## src/rtl/rv_pkg.sv

```systemverilog
// Shared constants and types for the ID/EX operand stage.
// Optional operand bypassing is enabled by defining RV_FWD_EN.
package rv_pkg;

    localparam int unsigned XLEN_W     = 32;
    localparam int unsigned REG_ADDR_W = 5;
    localparam int unsigned ALU_OP_W   = 4;

    // ALU opcodes: {bit30 qualifier, funct3}
    localparam logic [ALU_OP_W-1:0] ALU_ADD  = 4'b0000;
    localparam logic [ALU_OP_W-1:0] ALU_SUB  = 4'b1000;
    localparam logic [ALU_OP_W-1:0] ALU_SLL  = 4'b0001;
    localparam logic [ALU_OP_W-1:0] ALU_SLT  = 4'b0010;
    localparam logic [ALU_OP_W-1:0] ALU_SLTU = 4'b0011;
    localparam logic [ALU_OP_W-1:0] ALU_XOR  = 4'b0100;
    localparam logic [ALU_OP_W-1:0] ALU_SRL  = 4'b0101;
    localparam logic [ALU_OP_W-1:0] ALU_SRA  = 4'b1101;
    localparam logic [ALU_OP_W-1:0] ALU_OR   = 4'b0110;
    localparam logic [ALU_OP_W-1:0] ALU_AND  = 4'b0111;

    // Operand A source select; 2'b11 aliases to rs1
    localparam logic [1:0] A_SEL_RS1  = 2'b00;
    localparam logic [1:0] A_SEL_PC   = 2'b01;
    localparam logic [1:0] A_SEL_ZERO = 2'b10;

    // Operand B source select
    localparam logic B_SEL_RS2 = 1'b0;
    localparam logic B_SEL_IMM = 1'b1;

    // Registered payload handed to the execute stage
    typedef struct packed {
        logic [XLEN_W-1:0]     a;
        logic [XLEN_W-1:0]     b;
        logic [XLEN_W-1:0]     store_data;
        logic [XLEN_W-1:0]     pc;
        logic [REG_ADDR_W-1:0] rd_addr;
        logic [ALU_OP_W-1:0]   alu_op;
    } id_ex_payload_t;

    // Bit 30 only qualifies SUB (R-type) and SRA/SRAI (funct3 101)
    function automatic logic [ALU_OP_W-1:0] alu_op_decode(
        input logic       force_add,
        input logic [2:0] funct3,
        input logic       funct7b5,
        input logic       is_reg_op
    );
        logic qual;
        qual = funct7b5 & (is_reg_op | (funct3 == 3'b101));
        return force_add ? ALU_ADD : {qual, funct3};
    endfunction

endpackage

```

## src/rtl/rv_fwd_mux.sv

```systemverilog
// Source-operand bypass select: EX over WB over register file; x0 is always 0.
// Bypassing is compiled in only when RV_FWD_EN is defined.
module rv_fwd_mux
    import rv_pkg::*;
#(
    parameter int unsigned XLEN = 32
) (
    input  logic [4:0]      rs_addr,
    input  logic [XLEN-1:0] rs_data,
    input  logic            ex_fwd_valid,
    input  logic [4:0]      ex_fwd_rd,
    input  logic [XLEN-1:0] ex_fwd_data,
    input  logic            wb_fwd_valid,
    input  logic [4:0]      wb_fwd_rd,
    input  logic [XLEN-1:0] wb_fwd_data,
    output logic [XLEN-1:0] rs_fwd_c
);

`ifdef RV_FWD_EN
    // Newest producer wins; x0 is never bypassed
    always_comb begin
        rs_fwd_c = rs_data;
        if (rs_addr == 5'd0) begin
            rs_fwd_c = '0;
        end else if (ex_fwd_valid && (ex_fwd_rd == rs_addr)) begin
            rs_fwd_c = ex_fwd_data;
        end else if (wb_fwd_valid && (wb_fwd_rd == rs_addr)) begin
            rs_fwd_c = wb_fwd_data;
        end
    end
`else
    logic unused_fwd;
    assign unused_fwd = ^{ex_fwd_valid, ex_fwd_rd, ex_fwd_data,
                          wb_fwd_valid, wb_fwd_rd, wb_fwd_data};

    // Register-file data only, with x0 forced to zero
    always_comb begin
        rs_fwd_c = rs_data;
        if (rs_addr == 5'd0) begin
            rs_fwd_c = '0;
        end
    end
`endif

endmodule

```

## src/rtl/rv_id_ex_stage.sv

```systemverilog
// ID/EX pipeline register: resolves operands, decodes the ALU opcode and
// holds one instruction behind a valid/ready handshake.
// Define RV_FWD_EN to enable EX/WB operand bypassing.
module rv_id_ex_stage
    import rv_pkg::*;
#(
    parameter int unsigned XLEN = 32
) (
    input  logic            clk,
    input  logic            rst_n,
    input  logic            in_valid,
    output logic            in_ready,
    input  logic [XLEN-1:0] in_pc,
    input  logic [XLEN-1:0] in_rs1_data,
    input  logic [XLEN-1:0] in_rs2_data,
    input  logic [4:0]      in_rs1_addr,
    input  logic [4:0]      in_rs2_addr,
    input  logic [4:0]      in_rd_addr,
    input  logic [XLEN-1:0] in_imm,
    input  logic [2:0]      in_funct3,
    input  logic            in_funct7b5,
    input  logic            in_is_reg_op,
    input  logic            in_force_add,
    input  logic [1:0]      in_a_sel,
    input  logic            in_b_sel,
    input  logic            flush,
    input  logic            ex_fwd_valid,
    input  logic [4:0]      ex_fwd_rd,
    input  logic [XLEN-1:0] ex_fwd_data,
    input  logic            wb_fwd_valid,
    input  logic [4:0]      wb_fwd_rd,
    input  logic [XLEN-1:0] wb_fwd_data,
    output logic            out_valid,
    input  logic            out_ready,
    output logic [XLEN-1:0] A_in,
    output logic [XLEN-1:0] B_in,
    output logic [3:0]      alu_op,
    output logic [4:0]      out_rd_addr,
    output logic [XLEN-1:0] out_store_data,
    output logic [XLEN-1:0] out_pc
);

    logic            out_valid_d, out_valid_q;
    id_ex_payload_t  payload_d, payload_q;
    logic [XLEN-1:0] rs1_fwd_c, rs2_fwd_c;
    logic [XLEN-1:0] a_mux_c, b_mux_c;
    logic            capture_c;

    rv_fwd_mux #(.XLEN(XLEN)) u_fwd_rs1 (
        .rs_addr      (in_rs1_addr),
        .rs_data      (in_rs1_data),
        .ex_fwd_valid (ex_fwd_valid),
        .ex_fwd_rd    (ex_fwd_rd),
        .ex_fwd_data  (ex_fwd_data),
        .wb_fwd_valid (wb_fwd_valid),
        .wb_fwd_rd    (wb_fwd_rd),
        .wb_fwd_data  (wb_fwd_data),
        .rs_fwd_c     (rs1_fwd_c)
    );

    rv_fwd_mux #(.XLEN(XLEN)) u_fwd_rs2 (
        .rs_addr      (in_rs2_addr),
        .rs_data      (in_rs2_data),
        .ex_fwd_valid (ex_fwd_valid),
        .ex_fwd_rd    (ex_fwd_rd),
        .ex_fwd_data  (ex_fwd_data),
        .wb_fwd_valid (wb_fwd_valid),
        .wb_fwd_rd    (wb_fwd_rd),
        .wb_fwd_data  (wb_fwd_data),
        .rs_fwd_c     (rs2_fwd_c)
    );

    assign in_ready  = ~out_valid_q | out_ready;
    assign capture_c = in_valid & in_ready & ~flush;

    // Operand source selection
    always_comb begin
        a_mux_c = rs1_fwd_c;
        case (in_a_sel)
            A_SEL_PC:   a_mux_c = in_pc;
            A_SEL_ZERO: a_mux_c = '0;
            default:    a_mux_c = rs1_fwd_c;
        endcase
        b_mux_c = (in_b_sel == B_SEL_IMM) ? in_imm : rs2_fwd_c;
    end

    // Handshake and payload next state; flush beats capture, stall holds
    always_comb begin
        out_valid_d = out_valid_q;
        payload_d   = payload_q;
        if (flush) begin
            out_valid_d = 1'b0;
        end else if (capture_c) begin
            out_valid_d          = 1'b1;
            payload_d.a          = XLEN_W'(a_mux_c);
            payload_d.b          = XLEN_W'(b_mux_c);
            payload_d.store_data = XLEN_W'(rs2_fwd_c);
            payload_d.pc         = XLEN_W'(in_pc);
            payload_d.rd_addr    = in_rd_addr;
            payload_d.alu_op     = alu_op_decode(in_force_add, in_funct3,
                                                 in_funct7b5, in_is_reg_op);
        end else if (out_ready) begin
            out_valid_d = 1'b0;
        end
    end

    // Stage register
    always_ff @(posedge clk or negedge rst_n) begin
        if (!rst_n) begin
            out_valid_q <= 1'b0;
            payload_q   <= '0;
        end else begin
            out_valid_q <= out_valid_d;
            payload_q   <= payload_d;
        end
    end

    assign out_valid      = out_valid_q;
    assign A_in           = XLEN'(payload_q.a);
    assign B_in           = XLEN'(payload_q.b);
    assign out_store_data = XLEN'(payload_q.store_data);
    assign out_pc         = XLEN'(payload_q.pc);
    assign out_rd_addr    = payload_q.rd_addr;
    assign alu_op         = payload_q.alu_op;

endmodule

```

## config.mk

```make
export PLATFORM = sky130hd
export DESIGN_NAME = rv_id_ex_stage
export DESIGN_NICKNAME = d
export VERILOG_FILES = /design/src/rtl/rv_pkg.sv /design/src/rtl/rv_fwd_mux.sv /design/src/rtl/rv_id_ex_stage.sv
export SDC_FILE = /design/constraint.sdc
export NUM_CORES = 1
export LEC_CHECK = 0
export BUFFER_PORTS_ARGS = -buffer_cell sky130_fd_sc_hd__buf_2
export CELL_PAD_IN_SITES_DETAIL_PLACEMENT = 1
export CELL_PAD_IN_SITES_GLOBAL_PLACEMENT = 1
export CORE_ASPECT_RATIO = 0.8
export CORE_MARGIN = 4
export CORE_UTILIZATION = 35
export CTS_CLUSTER_DIAMETER = 60
export DETAILED_ROUTE_END_ITERATION = 10
export HOLD_SLACK_MARGIN = 0.06
export PLACE_DENSITY = 0.94
export SYNTH_ARGS = -nofsm -noshare
export SYNTH_HDL_FRONTEND = slang
export SYNTH_SLANG_ARGS = --single-unit
```

## constraint.sdc

```tcl
create_clock -name clk -period 3.1 [get_ports clk]
set_input_delay 0 -clock clk [delete_from_list [all_inputs] [get_ports clk]]
set_output_delay 0 -clock clk [all_outputs]
set_load 0.005 [all_outputs]
```

==> flow_summary.toml, run 1 <==
[timing]
fin_ws_ns = 0.3511
hold_viol = 0
max_freq_mhz = 363.8
rsz0062_at_grt = "no"
setup_viol = 0
fin_crit_ns = 2.749
max_slew_margin_pct = 21.01
skew_ns = 0.009944
finalSetupTns_ns = 0
drv_slew = 0
tightest_slew_ns = 1.185
fin_crit_sh_pct = 88.67

[placement]
place.gp.congestion = 0.8027
place_ws_ns = 1.086
portBuffers = 295
dpl.hpwl_mm = 16.14

[synthesis]
async_flop_share_pct = 100.0
synth_compound_area_share_pct = 24.58
synth.avg_cell_area_sq_um = 10.57
synth_ff_type = "dfrtp_1"
yosysUniqueCellTypes = 27
post-synth-top-area-fraction_pct = 52.68
synth_enable_flop_cells = 0
synth_top_cell_by_area = "dfrtp_1"
ys.warnings.count = 0
synth_top_family_by_area = "compound AO/OA/AOI/OAI gates"
yosysSeqAreaShare_pct = 52.68
synth_mux_area_share_pct = 6.356
yosys.area_share.simple_pct = 10.56
synth_nets = 854
netlist_area_sq_um = 6555
synth_seq_cells = 138
synthTopCellsByArea = "dfrtp_1 (53%), mux2_2 (6.4%), a31oi_1 (6.2%)"
synthXorXnorAreaFrac_pct = 0
yosys.area_share.adder_pct = 0.1909
synth_cells = 620

[clock_tree]
cts_tree = "built"
cts_max_level = 4
clk_pin_slew_worst_paths_ns = 0.06
numCtsBuffers = 17
cts_buffer_depth = 2
cts.sinks = 138
clockRootBuffer = "clkbuf_16"
clk_latency_ns = 0.41
postCtsSetupBuffers = 0

[drt]
drt-pass1-iter-count = 5
drcViolationCount = 0
viasPerCell = 5.608
avgRoutedWirePerCell_microns = 24.57
drt_wl_total_mm = 32.14
final_antenna_net_count = 0
drt_iter0_markers = 514
via_count = 7335

[die]
pin_count = 372
fp.dieArea_sq_um = 21000
initial_utilization_pct = 35.86
num_rows = 44
die_w_microns = 161.0
core_sq_um = 18280
fp.dieH_microns = 130.4

[status]
status = "completed"

[final_layout]
post-route-util_pct = 56.55
nets = 1269
final_cell_mix = "buf_2 (294), dlygate4sd3_1 (159), dfrtp_1 (138), a31oi_1 (65)"
fillers = 2061
syn2layout_area_growth_pct = 57.68
final_common_cell = "buf_2"
drive_gt1_share_pct = 39.12

[critical_path]
crit_arrival_ns = 3.08
path_class = "register to register"
crit_fanout = 97
rr_worst_depth = 6
worst_setup_path_start_kind = "register"
rrSetupSlack_ns = 0.35
crit_required_ns = 3.44
crit_end = "B_in[23]"
crit_path_end_kind = "register"
r2r-start = "out_valid"
cp-startpoint = "out_valid"
r2r_end = "B_in[23]"

[grt]
grtUsageTotal_pct = 30.47
grt_pass1_vias = 8372
grt_max_degree = 98
grt.overflow.total = 0
grt_pass1_wl_mm = 49.69
antenna_found_initial = 5

[worst_hold_path]
hold_depth = 5
holdCritPathClass = "input port to register"

[pwr]
peakVddDrop_mv = 0.2935
p_int_mw = 4.137
seqPwrFrac_pct = 38.8
switchingPower_mw = 1.752
power_density_nw_per_um2 = 569.7
power_frac_comb_pct = 23.7
p_leak_nw = 4.628
swShare_pct = 29.75
power_frac_clock_pct = 37.5

[run]
drv_cap = 0
-- Yosys cell counts (2+ instances only) --
library cell  number
nor2b_1           34
buf_2             28
clkbuf_2           3
clkbuf_1          21
buf_6              4
mux2_2            37
nor2_1             2
nand2b_1           3
nand3_1           32
inv_1              3
or4_4              2
nand2_1           65
a31oi_1           65
buf_4             10
dfrtp_1          138
o211ai_1           2
o211ai_2          30
a21oi_1           64
o2bb2ai_1         32
o21ai_0           38
-- metal layers --
| layer | vias up | track usage (%) | wire length, microns |
|---|---|---|---|
| met5 | - | 0 | 0 |
| met4 | 0 | 18.36 | 1847 |
| met3 | 135 | 8.341 | 2166 |
| met2 | 424 | 54.64 | 16560 |
| met1 | 3665 | 32.63 | 11570 |
| li1 | 3111 | - | - |
-- through the flow --
| stage | cell area (sq um) | hold slack (ns) | std cells | power (mW) |
|---|---|---|---|---|
| final | 10340 | 0.2235 | 1308 | 5.889 |
| after CTS | 10320 | 0.1605 | 1301 | 5.780 |
| after global routing | 10330 | 0.2493 | 1306 | 6.131 |
| after floorplan | 6555 | -0.2956 | 620 | 2.762 |
| after global placement | 8103 | 0.1555 | 1110 | 3.319 |
| after detailed placement | 8103 | 0.1607 | 1110 | 3.383 |
-- worst max-delay path, stage by stage (launching register included) --
cell,delay [ns]
dfrtp_1,0.38
nor2b_2,0.22
inv_2,0.08
buf_4,0.85
a21oi_1,0.24
a31oi_1,0.24
dlygate4sd3_1,0.61
-- sequential cells by signal, summed over array words and instances (netlist names) --
| name | count |
|---|---|
| A_in | 32 |
| B_in | 32 |
| out_pc | 32 |
| out_store_data | 32 |
| out_rd_addr | 5 |
| alu_op | 4 |
| out_valid | 1 |
-- how the worst min path moves through the flow --
stage,startpoint,end,slack (ns)
after floorplan,rst_n,A_in[0],-0.30
after global placement,rst_n,out_pc[0],0.16
after global routing,in_a_sel[0],A_in[3],0.25
after CTS,in_a_sel[0],A_in[14],0.16
final,in_a_sel[0],A_in[8],0.22
after detailed placement,rst_n,out_pc[3],0.16
-- layout make-up --
cell class | count | area [sq um] | area share (%)
diodes | 7 | 17.52 | 0.1695
clock buffers | 19 | 432.9 | 4.188
clock inverters | 13 | 191.4 | 1.852
flip-flops and latches | 138 | 3453 | 33.41
well taps | 253 | 316.6 | 3.063
multi-input cells | 412 | 2750 | 26.61
inverters | 4 | 15.01 | 0.1453
repair buffers | 462 | 3159 | 30.57
-- power by group through the flow --
stage | sequential [mW] | combinational, mW | clock [mW]
2_1_floorplan | 2.30 | 0.465 | 0
6_report | 2.29 | 1.39 | 2.21
5_1_grt | 2.31 | 1.50 | 2.32
3_5_place_dp | 2.28 | 1.10 | 0
4_1_cts | 2.25 | 1.30 | 2.23
3_3_place_gp | 2.26 | 1.06 | 0
-- logic make-up after synthesis --
kind of cell               count (synthesis)
DFF                                      138
and+or+nand+nor                          141
muxes                                     37
AOI/OAI and AO/OA                        233
buffers and inverters                     70
adders and majority gates                  1
-- repair_timing --
action                                 in CTS  in global routing
setup endpoints to repair                   0                  0
gates resized for setup                     0                  0
hold buffers                              159                  0
endpoints found under the hold margin     232                  0
Power figures use the tool's default switching activity.
==> inputs of run 2 (changes only) <==
- PLACE_DENSITY: 0.94 -> 0.86
==> run 2 against run 1 <==
  * Clock power is 3% lower
  * Maximum frequency is 3.9% higher
  * Via count fell by 2.0%
  * Utilization fell by 0.16 points
  * Die area is the same
  * Wire length is 4.4% lower
  * Setup slack improved by 0.10 ns
  * Global-route usage shrank 1.7 points
  * Count of clock-buffer cells in the layout is the same
==> flow_summary.toml, run 2 (synthesized netlist as in run 1, its figures left out) <==
[timing]
drv_slew = 0
max_slew_margin_pct = 21.80
max_freq_mhz = 377.9
hold_viol = 0
finalSetupTns_ns = 0
skew_ns = 0.007287
rsz0062_at_grt = "no"
fin_crit_sh_pct = 85.36
fin_crit_ns = 2.646
setup_viol = 0
tightest_slew_ns = 1.173

[clock_tree]
cts_resized = 0
cts_buffer_depth = 2
cts.sinks = 138
clk_latency_ns = 0.41
postCtsSetupBuffers = 0
clockRootBuffer = "clkbuf_16"
cts_max_level = 4
numCtsBuffers = 17
cts_tree = "built"
clk_pin_slew_worst_paths_ns = 0.06

[final_layout]
syn2layout_area_growth_pct = 57.22
post-route-util_pct = 56.39
nets = 1270
final_common_cell = "buf_2"
fin_cells = 1306
drive_gt1_share_pct = 39.31
final_cell_mix = "buf_2 (294), dlygate4sd3_1 (157), dfrtp_1 (138), a31oi_1 (65)"

[grt]
antenna_found_initial = 5
grt_pass1_wl_mm = 47.04
grt_pass1_vias = 8060
grt_max_degree = 105
grt.overflow.total = 0
grtUsageTotal_pct = 28.82

[die]
num_rows = 44
initial_utilization_pct = 35.86
pin_count = 372
core_sq_um = 18280
fp.dieArea_sq_um = 21000
die_w_microns = 161.0
fp.dieH_microns = 130.4

[placement]
portBuffers = 295
dpl.hpwl_mm = 16.24
dp.cells = 1113
place.gp.congestion = 0.8107

[critical_path]
path_class = "register to register"
crit_fanout = 48
critPathTopFamily = "buffers and inverters"
worst_path_largest_cell_delay_ns = 0.62
crit_path_end_kind = "register"
slowest_stage = "dlygate4sd3_1"
cp_num_buf_inv = 3
worst_setup_path_start_kind = "register"
crit_required_ns = 3.38
path_cells = "nor2b_2, clkinv_2, buf_4, a21oi_1, a31oi_1, dlygate4sd3_1"
crit_arrival_ns = 2.93

[status]
status = "completed"

[pwr]
peakVddDrop_mv = 0.3022
power_density_nw_per_um2 = 562.8
p_leak_nw = 4.622

[drt]
drcViolationCount = 0
via_count = 7190
viasPerCell = 5.505
drt_wl_total_mm = 30.72
drt_iter0_markers = 512
final_antenna_net_count = 0
avgRoutedWirePerCell_microns = 23.52
drt-pass1-iter-count = 5

[run]
drv_cap = 0

[worst_hold_path]
holdCritPathClass = "input port to register"
run 2: cell types whose count changed in the layout (fill, tap and decap cells not counted), sizes merged:
| cell | before | now |
|---|---|---|
| clkinv | 2 | 6 |
| diode | 7 | 5 |
| buf | 303 | 306 |
| dlygate4sd3 | 159 | 157 |
| inv | 8 | 3 |
run 2: power breakdown:
part | internal [mW] | leakage, nW | switching, mW | total (mW)
clock | 1.34 | 0.289 | 0.800 | 2.14
combinational | 0.683 | 2.71 | 0.693 | 1.38
sequential | 2.10 | 1.62 | 0.188 | 2.28
total | 4.12 | 4.62 | 1.68 | 5.80
run 2: final cells by class:
| cell class | instances | area (sq um) |
|---|---|---|
| antenna | 5 | 12.51 |
| clock buffer | 19 | 432.9 |
| clock inverter | 12 | 175.2 |
| fill | 2046 | 7971 |
| inverter | 4 | 16.27 |
| multi-input combinational | 412 | 2750 |
| sequential | 138 | 3453 |
| tap | 253 | 316.6 |
| timing repair buffer | 463 | 3149 |
run 2: stage by stage:
| step | area, sq um | hold WS, ns | worst slack, ns | power, mW |
|---|---|---|---|---|
| floorplan | 6555 | -0.2956 | 1.653 | 2.762 |
| global placement | 8114 | 0.2083 | 0.8116 | 3.337 |
| detailed placement | 8114 | 0.2051 | 0.7853 | 3.385 |
| CTS | 10290 | 0.08344 | 0.6050 | 5.736 |
| global route | 10300 | 0.1190 | 0.3353 | 6.043 |
| finish | 10310 | 0.1068 | 0.4537 | 5.801 |
run 2: path summary, 6_finish.rpt:
check	from	endpoint	slack (ns)	depth (start not counted)
worst max-delay path	out_valid	B_in[20]	0.45	6
worst min-delay path	out_ready	alu_op[0]	0.11	4
worst max register to register	out_valid	B_in[20]	0.45	6
worst min register to register	out_store_data[30]	out_store_data[30]	0.49	1
max in group asynchronous	rst_n	out_pc[28]	1.88	3
min in group asynchronous	rst_n	out_pc[5]	0.27	2
run 2: what timing repair did:
item                                   in CTS  in global routing
endpoints found under the hold margin     240                  0
hold buffers                              157                  0
setup endpoints to repair                   0                  0
run 2: layer usage:
metal / track usage [%] / wire [microns]
met1: 30.69 / 11060
met2: 53.77 / 16210
met3: 8.278 / 2228
met4: 12.89 / 1217
met5: 0 / 7
run 2: worst reg2reg max path, stage by stage, from the launching register on:
cell	delay (ns)
dfrtp_1	0.36
nor2b_2	0.37
clkinv_2	0.40
buf_4	0.42
a21oi_1	0.27
a31oi_1	0.08
dlygate4sd3_1	0.62
